File: config.mk
export PLATFORM = sky130hd
export DESIGN_NAME = eth_tx_framer
export DESIGN_NICKNAME = d
export VERILOG_FILES = /design/src/rtl/eth_tx_framer.sv
export SDC_FILE = /design/constraint.sdc
export NUM_CORES = 1
export LEC_CHECK = 0
export ABC_AREA = 1
export CAP_MARGIN = 25
export CELL_PAD_IN_SITES_DETAIL_PLACEMENT = 1
export CELL_PAD_IN_SITES_GLOBAL_PLACEMENT = 1
export CORE_ASPECT_RATIO = 0.8
export CORE_MARGIN = 2
export CORE_UTILIZATION = 26
export CTS_CLUSTER_SIZE = 8
export DETAILED_ROUTE_END_ITERATION = 8
export HOLD_SLACK_MARGIN = 0.03
export PLACE_DENSITY_LB_ADDON = 0.1
export SETUP_SLACK_MARGIN = 0.1
export SLEW_MARGIN = 40
export SYNTH_ARGS = -nofsm -noshare
export SYNTH_HDL_FRONTEND = slang
export SYNTH_SLANG_ARGS = --single-unit
File: constraint.sdc
create_clock -name clk -period 3.7 [get_ports clk]
set_clock_uncertainty 0.2 [all_clocks]
set_input_delay 0.74 -clock clk [delete_from_list [all_inputs] [get_ports clk]]
set_output_delay 0.74 -clock clk [all_outputs]
set_load 0.01 [all_outputs]
File: src/rtl/eth_tx_framer.sv
// eth_tx_framer: wraps a valid/ready payload stream into a GMII Ethernet frame.
// Define ETH_TX_FCS_EN to build the CRC-32 generator and append the 4-byte FCS.
module eth_tx_framer #(
  parameter logic [47:0] DEST_MAC     = 48'h023528fbdd66,
  parameter logic [47:0] SRC_MAC      = 48'h072227acdb65,
  parameter int unsigned PREAMBLE_LEN = 7,
  parameter int unsigned MIN_PAYLOAD  = 46,
  parameter int unsigned MAX_PAYLOAD  = 1500,
  parameter int unsigned IFG_LEN      = 12
) (
  input  logic        clk,
  input  logic        rst,
  input  logic [7:0]  s_data,
  input  logic        s_valid,
  input  logic        s_last,
  output logic        s_ready,
  input  logic [15:0] s_len_type,
  output logic [7:0]  gmii_txd,
  output logic        gmii_tx_en,
  output logic        gmii_tx_er,
  output logic        busy
);
  localparam int unsigned   PW       = $clog2(MAX_PAYLOAD + 1);
  localparam logic [15:0]   PRE_LAST = 16'(PREAMBLE_LEN - 1);
  localparam logic [15:0]   IFG_LAST = 16'(IFG_LEN - 2);
  localparam logic [PW-1:0] MIN_P    = PW'(MIN_PAYLOAD);
  localparam logic [PW-1:0] MAX_P    = PW'(MAX_PAYLOAD);

  typedef enum logic [3:0] {
    IDLE, PREAMBLE, SFD, DST, SRC, LEN, PAYLOAD, PAD, FCS, IFG, DROP
  } state_t;

  state_t        state, state_nx;
  logic [15:0]   cnt, cnt_nx;
  logic [PW-1:0] pay, pay_nx;
  logic [15:0]   len_type, len_type_nx;
  logic [7:0]    txd_nx;
  logic          en_nx, er_nx;

  // The IDLE cycle that samples s_valid is the last gap cycle, so IFG holds IFG_LEN-1 cycles.
  function automatic state_t gap_state();
    if (IFG_LEN > 1) return IFG;
    else return IDLE;
  endfunction

  function automatic state_t tail_state();
`ifdef ETH_TX_FCS_EN
    return FCS;
`else
    return gap_state();
`endif
  endfunction

  function automatic logic [7:0] mac_byte(input logic [47:0] mac, input logic [2:0] i);
    case (i)
      3'd0:    return mac[47:40];
      3'd1:    return mac[39:32];
      3'd2:    return mac[31:24];
      3'd3:    return mac[23:16];
      3'd4:    return mac[15:8];
      default: return mac[7:0];
    endcase
  endfunction

`ifdef ETH_TX_FCS_EN
  logic [31:0] crc;
  logic        crc_upd;

  function automatic logic [31:0] crc_step(input logic [31:0] c, input logic [7:0] d);
    logic [31:0] r;
    r = c ^ {24'h000000, d};
    for (int unsigned i = 0; i < 8; i++)
      r = r[0] ? ((r >> 1) ^ 32'hEDB88320) : (r >> 1);
    return r;
  endfunction

  // CRC follows the byte being registered onto gmii_txd; error cycles are excluded.
  assign crc_upd = en_nx & ~er_nx & (state inside {DST, SRC, LEN, PAYLOAD, PAD});

  always_ff @(posedge clk or posedge rst) begin
    if (rst)                crc <= '1;
    else if (state == IDLE) crc <= '1;
    else if (crc_upd)       crc <= crc_step(crc, txd_nx);
  end
`endif

  assign s_ready = (state == PAYLOAD) || (state == DROP);

  always_comb begin
    state_nx    = state;
    cnt_nx      = cnt;
    pay_nx      = pay;
    len_type_nx = len_type;
    txd_nx      = '0;
    en_nx       = 1'b0;
    er_nx       = 1'b0;
    case (state)
      IDLE: begin
        pay_nx = '0;
        if (s_valid) begin
          len_type_nx = s_len_type;
          state_nx    = PREAMBLE;
        end
      end
      PREAMBLE: begin
        txd_nx = 8'h55;
        en_nx  = 1'b1;
        cnt_nx = cnt + 1'b1;
        if (cnt == PRE_LAST) state_nx = SFD;
      end
      SFD: begin
        txd_nx   = 8'hD5;
        en_nx    = 1'b1;
        state_nx = DST;
      end
      DST: begin
        txd_nx = mac_byte(DEST_MAC, cnt[2:0]);
        en_nx  = 1'b1;
        cnt_nx = cnt + 1'b1;
        if (cnt == 16'd5) state_nx = SRC;
      end
      SRC: begin
        txd_nx = mac_byte(SRC_MAC, cnt[2:0]);
        en_nx  = 1'b1;
        cnt_nx = cnt + 1'b1;
        if (cnt == 16'd5) state_nx = LEN;
      end
      LEN: begin
        txd_nx = cnt[0] ? len_type[7:0] : len_type[15:8];
        en_nx  = 1'b1;
        cnt_nx = cnt + 1'b1;
        if (cnt == 16'd1) state_nx = PAYLOAD;
      end
      PAYLOAD: begin
        en_nx = 1'b1;
        if (!s_valid) begin
          er_nx    = 1'b1;
          state_nx = DROP;
        end else if (pay == MAX_P) begin
          // Oversize byte is swallowed; if it already carries s_last there is nothing left to drop.
          er_nx    = 1'b1;
          state_nx = s_last ? gap_state() : DROP;
        end else begin
          txd_nx = s_data;
          pay_nx = pay + 1'b1;
          if (s_last) state_nx = (pay_nx < MIN_P) ? PAD : tail_state();
        end
      end
      PAD: begin
        en_nx  = 1'b1;
        pay_nx = pay + 1'b1;
        if (pay_nx >= MIN_P) state_nx = tail_state();
      end
`ifdef ETH_TX_FCS_EN
      FCS: begin
        en_nx  = 1'b1;
        cnt_nx = cnt + 1'b1;
        case (cnt[1:0])
          2'd0:    txd_nx = ~crc[7:0];
          2'd1:    txd_nx = ~crc[15:8];
          2'd2:    txd_nx = ~crc[23:16];
          default: txd_nx = ~crc[31:24];
        endcase
        if (cnt == 16'd3) state_nx = gap_state();
      end
`endif
      IFG: begin
        cnt_nx = cnt + 1'b1;
        if (cnt == IFG_LAST) state_nx = IDLE;
      end
      DROP: begin
        if (s_valid && s_last) state_nx = gap_state();
      end
      default: state_nx = IDLE;
    endcase
    if (state_nx != state) cnt_nx = '0;
  end

  always_ff @(posedge clk or posedge rst) begin
    if (rst) begin
      state      <= IDLE;
      cnt        <= '0;
      pay        <= '0;
      len_type   <= '0;
      gmii_txd   <= '0;
      gmii_tx_en <= 1'b0;
      gmii_tx_er <= 1'b0;
      busy       <= 1'b0;
    end else begin
      state      <= state_nx;
      cnt        <= cnt_nx;
      pay        <= pay_nx;
      len_type   <= len_type_nx;
      gmii_txd   <= txd_nx;
      gmii_tx_en <= en_nx;
      gmii_tx_er <= er_nx;
      busy       <= (state_nx != IDLE);
    end
  end
endmodule

==> results.yml <==
logic_synthesis:
  avgSynthCellArea_um2: 8.08
  ys_ff_latch: 58
  synth_enable_flop_cells: 0
  yosys_warnings: 0
  synth.area.top_cells: "dfrtp_1 (41%), nand2_1 (10%), inv_1 (6.3%), nor2_1 (5.2%), nor2_4 (4.8%)"
  yosysMostFrequentCell: "nand2_1"
  syn-num-nets: 473
  synth-simple-area-share_pct: 30.7
  synthMuxAreaShare_pct: 4.46
  synth_top_area_share_pct: 41.1
  synth_cell_types: 36
  ys_top_cells_by_count: "nand2_1 (96), inv_1 (59), dfrtp_1 (58), nor2_1 (49), nand3_1 (25)"
  yosys.area_share.adder_pct: 2.83
  synth_top_area_cell: "dfrtp_1"
  synth_compound_area_share_pct: 9.89
  yosysSeqAreaShare_pct: 41.1
  synth-async-reset-ratio_pct: 100
  synth_top_family_by_area: "simple AND/OR/NAND/NOR gates"
  synthXorXnorAreaFrac_pct: 3.47
  ys.flop_type: "dfrtp_1"
  synthCells: 437
  netlist_area_um2: 3530
cts:
  tritoncts: "done"
  cts_buffers: 9
  postCtsHoldBufs: 0
  ctsResizeCount: 0
  cts.path.max_buffers: 2
  cts.sinks: 58
  clk_latency_ps: 330
  cts_max_level: 3
  root_buffer: "clkbuf_16"
  postCtsSetupBuffers: 0
  clkTransAtPathRegs_ps: 50
setup_path:
  start_kind: "flip-flop"
  critPathCaptureType: "output port"
  critPathMaxFanout: 4
  r2r_cells: 14
  crit_arrival_ps: 1940
  path_class: "flip-flop to output port"
  required_ps: 2760
die:
  initial_core_util_pct: 26.3
  dieHeight_um: 108
  io_pins: 40
  die-area_um2: 14500
  core.rowCount: 38
  die_width_um: 134
  core_um2: 13400
power_and_ir_drop:
  ir_drop_mv: 0.322
  p_leak_nw: 1.96
  powerDensity_nw_per_um2: 678
global_routing:
  grt_use_total_pct: 15.2
  antenna_found_initial: 0
  grt_pass1_vias: 3283
  grt_pass1_wl_um: 17000
  grt_max_degree: 31
  gr-total-overflow: 0
drt:
  wl_met1_um: 5450
  dr.max_layer_used: "met4"
  route.detailed.drc: 0
  drt_wl_total_um: 10200
  drt-initial-drc-count: 138
  vias: 3031
  dr.pass1.iters: 4
  wl_met3_um: 325
  wl_met2_um: 4270
  wl_per_cell_um: 15.2
  vias_per_cell: 4.52
  drtAntennaViolNets: 0
sta:
  tightest_slew_ps: 704
  finalCritPeriodShare_pct: 77.8
  period_minus_slack_ps: 2880
  drv_slew: 0
  grt_setup_unrepaired: "no"
  slew_headroom_pct: 52.5
  setup_tns_ps: 0
  setup_violations: 0
  hold_viol_final: 0
  max_freq_ghz: 0.347
min_path:
  holdPathStages: 1
  hold_path_class: "flip-flop to flip-flop"
layout:
  antenna_cells: 0
  nets: 521
  fillers: 1619
  syn_to_final_growth_pct: 26.0
  final_cells: 670
  drive_above_1_share_pct: 14.1
placement:
  placed_cells: 654
  dpl.hpwl_um: 7750
  port_buffers: 39
  globalplace.congestion: 0.769
job:
  cap_viol_max_count: 0
run_status:
  outcome: "completed"
## cell families (layout without fill, tap and decap cells)
group,after synthesis,after routing
AND/OR/NAND/NOR,220,220
buffers and inverters,66,119
flip-flops,58,58
AO/OA/AOI/OAI,57,57
XOR/XNOR,14,14
multiplexers,14,14
adder cells (fa/ha/maj),8,8
## where the power goes
| group | internal, mW | switching (mW) |
|---|---|---|
| Clock | 0.536 | 0.296 |
| Sequential | 0.807 | 0.121 |
| Combinational | 0.462 | 0.795 |
| Total | 1.81 | 1.21 |
## worst paths after layout
kind	start	to	slack, ps
hold reg to reg	len_type[8]	len_type[8]	300
setup / recovery	state[2]	s_ready	820
max in group asynchronous	rst	len_type[9]	2050
setup reg to reg	pay[0]	cnt[4]	880
hold / removal	len_type[8]	len_type[8]	300
min in group asynchronous	rst	state[2]	640
## critical path, cell delays in order, from the launching register on
cell	delay (ps)
dfrtp_1	410
inv_1	120
nor2_1	230
nand2_1	170
nand2_1	150
clkdlybuf4s50_1	540
## registers in the layout, indices dropped and copies added, names as in the netlist
signal      cells
cnt            16
gmii_tx_er      1
state           4
gmii_txd        8
gmii_tx_en      1
len_type       16
busy            1
pay            11
## placed cells by master (no fill, tap or decap), drive strengths merged, types with 2 or more instances in the layout
| master | count |
|---|---|
| a2111o | 2 |
| a21oi | 15 |
| a31oi | 2 |
| buf | 4 |
| clkbuf | 11 |
| clkdlybuf4s50 | 39 |
| clkinv | 4 |
| dfrtp | 58 |
| ha | 8 |
| inv | 60 |
| mux2 | 14 |
| nand2 | 106 |
| nand3 | 27 |
| nand4 | 8 |
| nor2 | 65 |
| nor3 | 11 |
| o2111ai | 3 |
| o211ai | 2 |
| o21ai | 21 |
| o22ai | 8 |
| o311ai | 3 |
| xor2 | 13 |
## area by class of cell
type                            instances  area (um2)  share of cell area, %
Tap cell                              180         225                   5.06
Clock buffer                           11         243                   5.46
Multi-Input combinational cell        313        1820                   40.8
Timing Repair Buffer                   43         433                   9.73
Clock inverter                          5        53.8                   1.21
Inverter                               60         225                   5.06
Sequential cell                        58        1450                   32.6
## per-layer routing
metal  up-vias  track usage, %
li1       1511               -
met1      1469            21.2
met2        42            23.2
met3         9            3.56
met4         0            4.74
met5         -               0
## per-stage QoR
stage,utilization (%),hold slack [ps],setup slack [ps],cell area (um2),power (mW)
detailed placement,30.9,296,525,4150,2.21
CTS,33.1,308,724,4440,3.07
global route,33.2,324,500,4450,3.26
finish,33.2,301,821,4450,3.02
global placement,30.9,285,595,4150,2.19
floorplan,-,271,987,3530,1.84
Power figures use the tool's default switching activity.
